==> src/rtl/alu_seq.sv <==
// alu_seq: registered ALU with a start/busy/done handshake.
//   Single-cycle ops (logic, add/sub, shifts, pass, BNE, illegal) complete on
//   the edge that accepts start. MULLO/MULHI run a WIDTH-step shift-add
//   sequence, one multiplier bit per edge, LSB first.
// Ports:
//   clk, rst_n            clock, async active-low reset
//   start, cmd[3:0]       request + opcode, sampled when busy=0
//   in_a, in_b, in_c      operands (in_c is the BNE target)
//   busy                  high while a multiply iterates
//   done                  one-cycle pulse per registered result
//   rslt, zero, carry     registered result and flags, held between completions
//   branch_pc             BNE taken, only together with done
module alu_seq #(
  parameter int WIDTH = 8
) (
  input  logic             clk,
  input  logic             rst_n,
  input  logic             start,
  input  logic [3:0]       cmd,
  input  logic [WIDTH-1:0] in_a,
  input  logic [WIDTH-1:0] in_b,
  input  logic [WIDTH-1:0] in_c,
  output logic             busy,
  output logic             done,
  output logic [WIDTH-1:0] rslt,
  output logic             branch_pc,
  output logic             zero,
  output logic             carry
);

  localparam int CW = $clog2(WIDTH + 1);

  localparam logic [3:0] C_AND = 4'b0000, C_ADD = 4'b0001, C_XOR = 4'b0010,
                         C_BNE = 4'b0011, C_LSL = 4'b0100, C_LSR = 4'b0101,
                         C_LW  = 4'b0110, C_STR = 4'b0111, C_SUB = 4'b1000,
                         C_ASR = 4'b1001, C_MLO = 4'b1010, C_MHI = 4'b1011;

  typedef enum logic {IDLE, MUL} state_e;

  state_e               state_q, state_d;
  logic [WIDTH-1:0]     rslt_q, rslt_d;
  logic                 zero_q, zero_d, carry_q, carry_d;
  logic                 done_q, done_d, br_q, br_d;
  logic [2*WIDTH-1:0]   acc_q, acc_d, mcand_q, mcand_d;
  logic [WIDTH-1:0]     mplr_q, mplr_d;
  logic [CW-1:0]        cnt_q, cnt_d;
  logic                 hi_q, hi_d;

  // Single-cycle datapath
  logic [WIDTH:0]   add_w, sub_w;
  logic [WIDTH-1:0] sc_rslt;
  logic             sc_carry, sc_br;

  assign add_w = {1'b0, in_b} + {1'b0, in_a};
  assign sub_w = {1'b0, in_b} - {1'b0, in_a};

  // Shift amounts >= WIDTH fall out of the language semantics: << / >> give 0,
  // >>> on a signed operand fills with the sign bit.
  always_comb begin
    sc_rslt  = '0;
    sc_carry = 1'b0;
    sc_br    = 1'b0;
    unique case (cmd)
      C_AND: sc_rslt = in_b & in_a;
      C_ADD: begin sc_rslt = add_w[WIDTH-1:0]; sc_carry = add_w[WIDTH]; end
      C_XOR: sc_rslt = in_b ^ in_a;
      C_BNE: if (in_b != in_a) begin sc_rslt = in_c; sc_br = 1'b1; end
      C_LSL: sc_rslt = in_b << in_a;
      C_LSR: sc_rslt = in_b >> in_a;
      C_ASR: sc_rslt = WIDTH'($signed(in_b) >>> in_a);
      C_LW, C_STR: sc_rslt = in_a;
      // Top bit of the widened difference is the borrow; carry means no borrow.
      C_SUB: begin sc_rslt = sub_w[WIDTH-1:0]; sc_carry = ~sub_w[WIDTH]; end
      default: ;
    endcase
  end

  // Shift-add step: multiplicand shifts left, multiplier shifts right so the
  // current bit is always mplr_q[0].
  logic [2*WIDTH-1:0] acc_step;
  logic [WIDTH-1:0]   mul_r;
  logic               last;

  assign acc_step = acc_q + (mplr_q[0] ? mcand_q : '0);
  assign mul_r    = hi_q ? acc_step[2*WIDTH-1:WIDTH] : acc_step[WIDTH-1:0];
  assign last     = (cnt_q == CW'(WIDTH - 1));

  always_comb begin
    state_d = state_q;
    rslt_d  = rslt_q;
    zero_d  = zero_q;
    carry_d = carry_q;
    done_d  = 1'b0;
    br_d    = 1'b0;
    acc_d   = acc_q;
    mcand_d = mcand_q;
    mplr_d  = mplr_q;
    cnt_d   = cnt_q;
    hi_d    = hi_q;
    unique case (state_q)
      IDLE: if (start) begin
        if (cmd == C_MLO || cmd == C_MHI) begin
          mcand_d = {{WIDTH{1'b0}}, in_a};
          mplr_d  = in_b;
          acc_d   = '0;
          cnt_d   = '0;
          hi_d    = cmd[0];
          state_d = MUL;
        end else begin
          rslt_d  = sc_rslt;
          carry_d = sc_carry;
          zero_d  = (sc_rslt == '0);
          br_d    = sc_br;
          done_d  = 1'b1;
        end
      end
      MUL: begin
        acc_d   = acc_step;
        mcand_d = mcand_q << 1;
        mplr_d  = mplr_q >> 1;
        cnt_d   = cnt_q + CW'(1);
        if (last) begin
          rslt_d  = mul_r;
          carry_d = ~hi_q & (|acc_step[2*WIDTH-1:WIDTH]);
          zero_d  = (mul_r == '0);
          done_d  = 1'b1;
          state_d = IDLE;
        end
      end
      default: state_d = IDLE;
    endcase
  end

  always_ff @(posedge clk or negedge rst_n) begin
    if (!rst_n) begin
      state_q <= IDLE;
      rslt_q  <= '0;
      zero_q  <= 1'b0;
      carry_q <= 1'b0;
      done_q  <= 1'b0;
      br_q    <= 1'b0;
      acc_q   <= '0;
      mcand_q <= '0;
      mplr_q  <= '0;
      cnt_q   <= '0;
      hi_q    <= 1'b0;
    end else begin
      state_q <= state_d;
      rslt_q  <= rslt_d;
      zero_q  <= zero_d;
      carry_q <= carry_d;
      done_q  <= done_d;
      br_q    <= br_d;
      acc_q   <= acc_d;
      mcand_q <= mcand_d;
      mplr_q  <= mplr_d;
      cnt_q   <= cnt_d;
      hi_q    <= hi_d;
    end
  end

  assign busy      = (state_q == MUL);
  assign done      = done_q;
  assign rslt      = rslt_q;
  assign branch_pc = br_q;
  assign zero      = zero_q;
  assign carry     = carry_q;

endmodule

==> config.mk <==
export PLATFORM = sky130hd
export DESIGN_NAME = alu_seq
export DESIGN_NICKNAME = d
export VERILOG_FILES = /design/src/rtl/alu_seq.sv
export SDC_FILE = /design/constraint.sdc
export NUM_CORES = 1
export LEC_CHECK = 0
export ABC_CLOCK_PERIOD_IN_PS = 9000
export CAP_MARGIN = 10
export CORE_MARGIN = 4
export CORE_UTILIZATION = 35
export CTS_CLUSTER_DIAMETER = 100
export DETAILED_ROUTE_END_ITERATION = 10
export PLACE_DENSITY_LB_ADDON = 0.12
export SYNTH_ARGS = -nofsm -noshare
export SYNTH_HDL_FRONTEND = slang
export SYNTH_SLANG_ARGS = --single-unit
==> constraint.sdc <==
create_clock -name clk -period 9 [get_ports clk]
set_input_delay 1.8 -clock clk [delete_from_list [all_inputs] [get_ports clk]]
set_output_delay 1.8 -clock clk [all_outputs]
set_load 0.02 [all_outputs]
# == After elaboration in Yosys (flattened, before gate mapping) ==
# Index checks and enable logic that the tools add are counted.
# totals
register_bits,58
inputBits,31
output_inout_bits,13
word_cells,92
# op_classes
addsub,4
n_eq_ne,17
shift,3
muxes,42
n_bitwise,6
reduce_logical,9
# ops
operator,n
16-bit 2-to-1 mux,5
8-bit case mux with 9 select lines,1
16-bit case mux with 2 select lines,2
8-bit 2-to-1 mux,7
8-bit case mux with 2 select lines,2
"4-bit by 3-bit == test with 1-bit output, second input constant",5
1-bit 2-to-1 mux,17
16-bit adder,1
"4-bit == test, second input constant",4
8-bit zero test,2
1-bit case mux with 2 select lines,5
8-bit by 8-bit adder with 9-bit output,1
8-bit by 8-bit subtractor with 9-bit output,1
8-bit AND,1
"4-bit by 2-bit == test with 1-bit output, second input constant",2
4-bit 2-to-1 mux,2
8-bit inequality test,1
4-bit case mux with 2 select lines,1
8-bit OR reduction,1
8-bit by 8-bit << shifter with 8-bit output,1
8-bit by 8-bit >> shifter with 8-bit output,1
8-bit by 8-bit >>> shifter with 8-bit output,1
8-bit XOR,1
"2-bit inequality test, second input constant",3
other kinds (10),13

# == Longest topological paths before layout ==
# Gate-level depths: netlist (run 1).
# depth
depth_word,7
mapped_depth,12
depth_no_buf,11

# == Worst setup path before layout (run 1) ==
# No wires, ideal clock.
# synth_path
path_kind,input -> register
startpoint,in in_a[1]
endpoint,"reg zero_q, in the netlist zero"
setup_ps,67
arrival_ps,4514
required_time_ps,8933
path_slack_ps,4419
path_stages,12
cell_sequence,clkbuf_1 buf_2 inv_1 ha_1 nand4_1 o2111a_1 a32o_1 a2111o_1 a311o_1 nor4_1 nor4bb_1 a311o_1
# synth_via
elab_chain_cells,7
word_cells_on_any_way,14
classes_between,2 x add/sub; 1 x eq/ne; 3 x shift; 5 x mux; 2 x bitwise; 1 x reduce/logical
# synth_lines
element,line,text
start: declaration,20,"input logic [WIDTH-1:0] in_a,"
"parallel branches: the longest is 2 deep, another holds 8-bit by 8-bit subtractor with 9-bit output",n/a,
8-bit case mux with 9 select lines (*),63,unique case (cmd)
8-bit zero test (*),112,zero_d = (sc_rslt == '0);
1-bit 2-to-1 mux (*),102,if (cmd == C_MLO || cmd == C_MHI) begin
1-bit 2-to-1 mux (*),101,IDLE: if (start) begin
1-bit case mux with 2 select lines (*),100,unique case (state_q)
end signal: assignment,150,zero_q <= zero_d;
end: declaration,42,"logic zero_q, zero_d, carry_q, carry_d;"
# Every way passes the cells marked *. The select of a mux whose other input is x is not followed.
# A chain may end at the register's enable or synchronous reset.

# == Worst setup path in the final report (run 1) ==
# layout_path
startpoint,in in_a[2]
endpoint,"reg zero_q, in the netlist zero"
# Same word-level chain as after synthesis.

==> results.rst, run 1 <==
.. list-table::
   :header-rows: 1

   * - Metric
     - Value
   * - Routed WL per cell
     - approximately 21 um
   * - Starting utilization of the core area
     - 0.361
   * - DRC violations left
     - 0
   * - Setup repair after global routing missed its margin
     - false
   * - Power per unit of standard cell area
     - 228 nW/um^2
   * - Setup clock skew after layout
     - roughly 0.0086 ns
   * - Via density
     - 6.01
   * - IO Count
     - 44
   * - Max-slew violation total from the final report
     - 0
   * - Global-route wire length before repair
     - around 29000 um
   * - Clock-pin transition on the worst setup and hold timing paths
     - 0.06 ns
   * - Proportion of synthesized chip area in sequential cells
     - 0.273
   * - Ordered list of cells on the worst path
     - clkdlybuf4s50_1 > clkinv_1 > ha_1 > nand4_1 > o2111a_1 > a32o_1 > a2111o_1 > a311o_1 > nor4_1 > nor4bb_1 > a311o_1
   * - Register Area
     - between 1000 and 1500 um^2
   * - Total number of vias
     - roughly 5200
   * - Chip width
     - approximately 130 um
   * - Most common library cells after synthesis
     - 94 x sky130_fd_sc_hd__nand2_1, 61 x sky130_fd_sc_hd__o21ai_0, 58 x sky130_fd_sc_hd__dfrtp_1
   * - Largest driver fanout on the critical path
     - 13
   * - Level count of the clock H-tree
     - 3
   * - Kind of end point of the critical path
     - flop
   * - Layout cells sized above 1
     - 0.0666
   * - Reported max-cap violation count
     - 0
   * - Register-to-register setup slack
     - ~5.4 ns
   * - Hpwl dp
     - 13300 um
   * - Leakage
     - 2.64 nW
   * - Bufs on Longest Clock Path
     - 2
   * - Reg-to-reg startpoint
     - mplr_q[0]$_DFFE_PN0P_
   * - Data arrival, critical path
     - between 5 and 6 ns
   * - Combined area of all synthesized cells
     - between 5000 and 6000 um^2
   * - TritonCTS buffer count
     - 9
   * - Delay of the slowest critical-path stage
     - around 0.81 ns
   * - Multi-input gate area
     - 3600 um^2
   * - Count of clock tree sinks
     - 58
   * - Total Negative Setup Slacks
     - 0 ns
   * - Worst Setup SP
     - in_a[2]
   * - Maximum number of pins on one net before global-route repair
     - a little over 90
   * - Post-synthesis cell type count
     - 72
   * - Clock tree from TritonCTS
     - yes
   * - Maximum achievable frequency
     - 0.182 GHz
   * - Via count of the first global-routing pass
     - around 5000
   * - Reg2reg path depth
     - 11
   * - Relative slew slack
     - 0.409
   * - Status
     - finished, final reports clean
   * - Area share of the largest cell type after synthesis
     - 0.273
   * - Design Power
     - 0.00140 W
   * - Most numerous cell in the Yosys netlist
     - sky130_fd_sc_hd__nand2_1
   * - Synthesized area divided by synthesized cell count
     - around 8 um^2
   * - Number of standard-cell rows in the floorplan
     - 44
   * - Critical Path RT
     - slightly above 9 ns
   * - Critical path launch point type
     - input port
   * - Post-CTS Setup Bufs
     - 0
   * - Number of warnings printed during yosys synthesis
     - 0
   * - Async SR Flop Fraction
     - 1.00
   * - Post-synth EDFFs
     - 0
   * - Core Box Area
     - 14700 um^2
   * - Number of search-and-repair iterations in the first detailed-routing pass
     - 7
   * - #FFs+latches synth
     - 58
   * - Cell with the largest stage delay on the worst path
     - sky130_fd_sc_hd__clkdlybuf4s50_1
   * - Detailed router's first-iteration violation count
     - 424
   * - Minimum period implied by the final worst setup slack
     - ~5.5 ns
   * - Sum of routed wire length over all layers
     - 18000 um
   * - Initial antenna violation count
     - 0
   * - Total global routing overflow
     - 0
   * - Synthesized Nets
     - 725
   * - Worst-case vdd ir drop
     - 0.000151 V
   * - Number of hold-slack violations in the final timing report
     - 0
   * - Remaining antenna violation count
     - 0
   * - Antenna Diode Count
     - 0
   * - Clock latency reported for the late side of the worst-skew pair
     - 0.34 ns
   * - Synth Flop Type
     - sky130_fd_sc_hd__dfrtp_1
   * - Cell with the most instances on the worst path
     - sky130_fd_sc_hd__a311o_1
   * - Root buffer selected by CTS
     - sky130_fd_sc_hd__clkbuf_16
   * - Overall die area
     - 17200 um^2
   * - Critical Setup Path Class
     - in -> reg
   * - Cells resized by post-CTS repair
     - 0
   * - DIE HEIGHT
     - 131 um
   * - Total global-route track usage
     - 0.207
   * - Number of I/O port buffers
     - 43
   * - Setup violators final
     - 0
   * - Weighted congestion reported at the end of routability-driven placement
     - ~0.98
   * - Reg-to-reg endpoint
     - zero$_DFFE_PN0P_
   * - Final worst path period share
     - 0.610
   * - Critical path destination
     - zero$_DFFE_PN0P_
   * - Post-layout nets
     - between 700 and 800
   * - Biggest area consumer among synthesized cells
     - sky130_fd_sc_hd__dfrtp_1
   * - CTS Hold Buffers Added
     - 0
   * - Cells taking the most area after synthesis
     - sky130_fd_sc_hd__dfrtp_1 27%, sky130_fd_sc_hd__ha_1 7.8%, sky130_fd_sc_hd__nand2_1 6.6%, sky130_fd_sc_hd__o21ai_0 5.7%, sky130_fd_sc_hd__a21oi_1 4.0%
   * - Relative area change from synthesis to final layout
     - 15.4%
   * - Worst Hold Class
     - reg -> reg
   * - Post-Synthesis Cells
     - 658
   * - Filler instances
     - around 1500
   * - Tightest Pin Transition
     - 0.884 ns
## flip-flops by register name (all words and copies together) (netlist names), 4 cells and up
signal / flops
mplr_q: 8
rslt: 8
mcand_q: 16
acc_q: 16
cnt_q: 4
## logic make-up after synthesis
group	Yosys count	share of synthesized area
buf+inv	68	0.0497
fa+ha+maj	36	0.0891
simple gates	233	0.213
xor+xnor	18	0.0297
flops	58	0.273
mux	29	0.0674
compound gates	216	0.278
## cell usage in the layout (no fill, tap or decap), drive strengths merged, types with 9 or more instances in the layout
master and count:
a21o 10, a21oi 42, and2 23, buf 9
clkbuf 10, clkdlybuf4s50 42, dfrtp 58, ha 33
inv 18, mux2i 20, nand2 94, nand3 13
nor2 40, nor3 17, o211ai 10, o21ai 61
xor2 10
## worst min-delay path by stage
| stage | from | to | cells past startpoint |
|---|---|---|---|
| final | rslt[4]$_DFFE_PN0P_ | rslt[4]$_DFFE_PN0P_ | 2 |
| after global routing | rslt[1]$_DFFE_PN0P_ | rslt[1]$_DFFE_PN0P_ | 1 |
| after CTS | rslt[4]$_DFFE_PN0P_ | rslt[4]$_DFFE_PN0P_ | 2 |
| after detailed placement | rslt[4]$_DFFE_PN0P_ | rslt[4]$_DFFE_PN0P_ | 2 |
| after global placement | mplr_q[4]$_DFFE_PN0P_ | mplr_q[3]$_DFFE_PN0P_ | 2 |
| after floorplan | mplr_q[1]$_DFFE_PN0P_ | mplr_q[0]$_DFFE_PN0P_ | 2 |
## metal layers
layer,vias up,GRT usage,part of all wire
li1,2457,-,-
met1,2493,0.292,0.46
met2,190,0.316,0.45
met3,25,0.0596,0.070
met4,0,0.0490,0.019
met5,-,0,0
## through the flow
step	hold slack, ns	utilization	cell area [um^2]	setup slack (ns)	std cells
2_1_floorplan	0.453	-	5310	4.42	658
3_3_place_gp	0.465	0.397	5840	3.34	844
3_5_place_dp	0.471	0.397	5840	3.26	844
4_1_cts	0.483	0.417	6130	3.61	860
5_1_grt	0.504	0.417	6130	3.27	860
6_report	0.477	0.417	6130	3.51	860
## critical path: cells and delay by family
kind                       cells  cell delay (ns)
AOI/OAI and AO/OA              5             1.52
buffers and inverters          2             1.21
and+or+nand+nor                3             0.64
adders and majority gates      1             0.58
## cell type report
cell class,count,share of cell area
Inverter,19,0.0116
Timing Repair Buffer,51,0.0792
Tap cell,184,0.0376
Sequential cell,58,0.237
Clock buffer,10,0.0374
Clock inverter,6,0.00939
Multi-Input combinational cell,532,0.588
## power breakdown
| group | total (W) | leakage [nW] | switching, W | internal [W] |
|---|---|---|---|---|
| registers | 0.000438 | 0.768 | 0.0000808 | 0.000357 |
| logic | 0.000621 | 1.73 | 0.000377 | 0.000244 |
| clock network | 0.000338 | 0.142 | 0.000126 | 0.000212 |
(Power assumes the default switching activity.)
==> run 2, diff against run 1 <==
--- a/config.mk
+++ b/config.mk
@@ -5,7 +5,7 @@
 export SDC_FILE = /design/constraint.sdc
 export NUM_CORES = 1
 export LEC_CHECK = 0
-export ABC_CLOCK_PERIOD_IN_PS = 9000
+export ABC_CLOCK_PERIOD_IN_PS = 5700
 export CAP_MARGIN = 10
 export CORE_MARGIN = 4
 export CORE_UTILIZATION = 35
==> constraint.sdc (replaced) <==
create_clock -name clk -period 5.7 [get_ports clk]
set_input_delay 1.14 -clock clk [delete_from_list [all_inputs] [get_ports clk]]
set_output_delay 1.14 -clock clk [all_outputs]
set_load 0.02 [all_outputs]
==> results.rst, run 2 (synthesis gave the netlist of run 1 again) <==
.. list-table::
   :header-rows: 1

   * - Metric
     - Value
   * - Number of search-and-repair iterations in the first detailed-routing pass
     - 5 (-2)
   * - Via density
     - 5.96 (-0.69%)
   * - Fraction of power consumed by sequential logic
     - 0.318 (+0.005)
   * - Register Area
     - 1450 um^2 (unchanged)
   * - Bufs on Longest Clock Path
     - 2 (unchanged)
   * - Critical Path RT
     - 5.97 ns (-3.31 ns)
   * - Part of the total power dissipated in combinational logic
     - 0.429 (-0.015)
   * - Power spent charging and discharging nets
     - 0.000912 W (+56%)
   * - Chip width
     - 131 um (unchanged)
   * - CP bufs+invs
     - 2 (unchanged)
   * - CTS Hold Buffers Added
     - 0 (unchanged)
   * - Switching share of total power
     - 0.408 (-0.00995)
   * - Relative area change from synthesis to final layout
     - 16.4%
   * - Final worst path period share
     - 0.818
   * - Worst-case hold slack
     - 0.469 ns (-0.00805 ns)
   * - Cells resized by post-CTS repair
     - 0 (unchanged)
   * - Power per unit of standard cell area
     - 362 nW/um^2 (+59%)
   * - Setup clock skew after layout
     - 0.00969 ns (+0.00110 ns)
   * - Reg2reg path depth
     - 11 (unchanged)
   * - Kind of end point of the critical path
     - flop
   * - Starting utilization of the core area
     - 0.361 (unchanged)
   * - Cell type group with the largest total delay on the critical path
     - compound AO/OA/AOI/OAI gates
   * - Maximum number of pins on one net before global-route repair
     - 67 (-27%)
   * - Setup repair after global routing missed its margin
     - false
   * - Overall die area
     - 17200 um^2 (unchanged)
   * - Weighted congestion reported at the end of routability-driven placement
     - 1.01 (+2.5%)
   * - Antenna Diode Count
     - 0 (unchanged)
   * - Root buffer selected by CTS
     - sky130_fd_sc_hd__clkbuf_16
   * - Layout cells sized above 1
     - 0.0706 (+0.00402)
   * - Met2 wire len
     - 7680 um (-6.0%)
   * - Detailed router's first-iteration violation count
     - 444 (+4.7%)
   * - Remaining antenna violation count
     - 0 (unchanged)
   * - Critical path launch point type
     - input port
   * - Filler instances
     - 1506 (+0.80%)
   * - Number of I/O port buffers
     - 43 (unchanged)
   * - Post-CTS Setup Bufs
     - 0 (unchanged)
   * - Total global routing overflow
     - 0 (unchanged)
   * - Placed standard-cell area
     - 5870 um^2 (+0.51%)
   * - Reported max-cap violation count
     - 0 (unchanged)
   * - Ordered list of cells on the worst path
     - clkdlybuf4s50_1 > inv_1 > ha_1 > nand4_1 > o2111a_1 > and2_1 > a2111oi_0 > o211ai_1 > nor2_1 > nor4bb_1 > a311o_1
   * - Relative slew slack
     - 0.440 (+0.0310)
   * - IO Count
     - 44 (unchanged)
   * - Setup violators final
     - 0 (unchanged)
   * - Status
     - finished, final reports clean
   * - Internal
     - 0.00132 W (+63%)
   * - Post-Layout Inst Area
     - 6180 um^2 (+0.86%)
   * - Initial antenna violation count
     - 0 (unchanged)
   * - Worst-case vdd ir drop
     - 0.000155 V (+2.5%)
   * - Global-route wire length before repair
     - 28400 um (-1.2%)
   * - Proportion of power drawn by the clock network
     - 0.252 (+0.010)
   * - Minimum period implied by the final worst setup slack
     - around 4.7 ns
   * - Critical Setup Path Class
     - in -> reg
   * - Total global-route track usage
     - 0.206 (-0.000875)
   * - Clock-pin transition on the worst setup and hold timing paths
     - 0.05 ns (about the same)
   * - Total Negative Setup Slacks
     - 0 ns (unchanged)
   * - DRC violations left
     - 0 (unchanged)
   * - Multi-input gate area
     - 3600 um^2 (unchanged)
   * - Critical path depth
     - 11 (unchanged)
   * - Count of cells along the worst hold path
     - 1 (-1)
   * - Hpwl dp
     - 13300 um (about the same)
   * - Max-slew violation total from the final report
     - 0 (unchanged)
   * - Cell with the largest stage delay on the worst path
     - sky130_fd_sc_hd__clkdlybuf4s50_1
   * - Maximum achievable frequency
     - 0.215 GHz
   * - Clock latency reported for the late side of the worst-skew pair
     - 0.34 ns (about the same)
   * - Sum of routed wire length over all layers
     - 17800 um (-1.3%)
   * - TritonCTS buffer count
     - 9 (unchanged)
   * - Core Box Area
     - 14700 um^2 (unchanged)
   * - Topmost layer with routed signal wires
     - met4
   * - DIE HEIGHT
     - 131 um (unchanged)
   * - Most common library cell in the layout ignoring fill and taps
     - sky130_fd_sc_hd__nand2_1
   * - Number of standard-cell rows in the floorplan
     - 44 (unchanged)
   * - Data arrival, critical path
     - 4.93 ns (-0.84 ns)
   * - Clock tree from TritonCTS
     - yes
   * - Via count of the first global-routing pass
     - 4906 (-1.7%)
   * - Routed WL per cell
     - 20.6 um (-1.8%)
   * - Most frequent cells in the layout
     - 94 x sky130_fd_sc_hd__nand2_1, 61 x sky130_fd_sc_hd__o21ai_0, 57 x sky130_fd_sc_hd__dfrtp_1
   * - Worst Hold Class
     - reg -> reg
   * - Number of hold-slack violations in the final timing report
     - 0 (unchanged)
   * - Met3 WL
     - 1160 um (-7.5%)
   * - Largest driver fanout on the critical path
     - 12 (-1)
   * - Registers with the most flip-flops
     - acc_q (16), mcand_q (16)
   * - Tightest Pin Transition
     - 0.834 ns (-0.0501 ns)
   * - Total number of vias
     - 5153 (-0.23%)
   * - Delay of the slowest critical-path stage
     - 0.78 ns (-0.03 ns)
   * - Count of clock tree sinks
     - 58 (unchanged)
   * - Routed met1 length
     - 8500 um (+3.2%)
   * - Level count of the clock H-tree
     - 3 (unchanged)
   * - Post-layout nets
     - 742 (+0.54%)
   * - Leakage
     - 2.67 nW (+1.1%)
==> run 2: cell types whose count changed in the layout (fill, tap and decap cells not counted) <==
| cell | delta |
|---|---|
| sky130_fd_sc_hd__clkinvlp_4 | -1 |
| sky130_fd_sc_hd__clkinv_2 | -3 |
| sky130_fd_sc_hd__buf_4 | +4 |
| sky130_fd_sc_hd__clkbuf_8 | +3 |
| sky130_fd_sc_hd__clkbuf_1 | +1 |
==> run 2: cell type report <==
| class | instances | area share |
|---|---|---|
| clock inverter | 2 | 0.00567 |
| tap | 184 | 0.0373 |
| clock buffer | 14 | 0.0443 |
| sequential | 58 | 0.235 |
| multi-input combinational | 532 | 0.583 |
| inverter | 19 | 0.0115 |
| timing repair buffer | 55 | 0.0834 |
==> run 2: stage by stage <==
stage                      util  std cells  total power, W  setup WS, ns
after global routing      0.420        864         0.00241         0.895
after floorplan               -        658         0.00134          1.78
after global placement    0.399        848         0.00166          1.01
after detailed placement  0.399        848         0.00167         0.859
final                     0.420        864         0.00224          1.04
after CTS                 0.420        864         0.00225          1.18
==> run 2: power by group through the flow <==
stage | sequential (W) | combinational (W) | clock (W)
floorplan | 0.000688 | 0.000651 | 0
global placement | 0.000715 | 0.000942 | 0
detailed placement | 0.000721 | 0.000954 | 0
CTS | 0.000715 | 0.000958 | 0.000579
global route | 0.000742 | 0.00107 | 0.000594
finish | 0.000712 | 0.000959 | 0.000564
==> run 2: routing by layer <==
| metal | GRT usage | vias up |
|---|---|---|
| li1 | - | 2472 |
| met1 | 0.299 | 2494 |
| met2 | 0.300 | 161 |
| met3 | 0.0463 | 26 |
| met4 | 0.0764 | 0 |
| met5 | 0 | - |
==> run 2: path summary, 6_finish.rpt <==
path	slack (ns)	start	endpoint
min in group asynchronous	0.70	rst_n	acc_q[13]$_DFFE_PN0P_
worst max-delay path	1.04	in_a[3]	zero$_DFFE_PN0P_
worst max register to register	1.91	mplr_q[0]$_DFFE_PN0P_	zero$_DFFE_PN0P_
worst min-delay path	0.47	rslt[5]$_DFFE_PN0P_	rslt[5]$_DFFE_PN0P_
max in group asynchronous	4.09	rst_n	acc_q[8]$_DFFE_PN0P_
worst min register to register	0.47	rslt[5]$_DFFE_PN0P_	rslt[5]$_DFFE_PN0P_
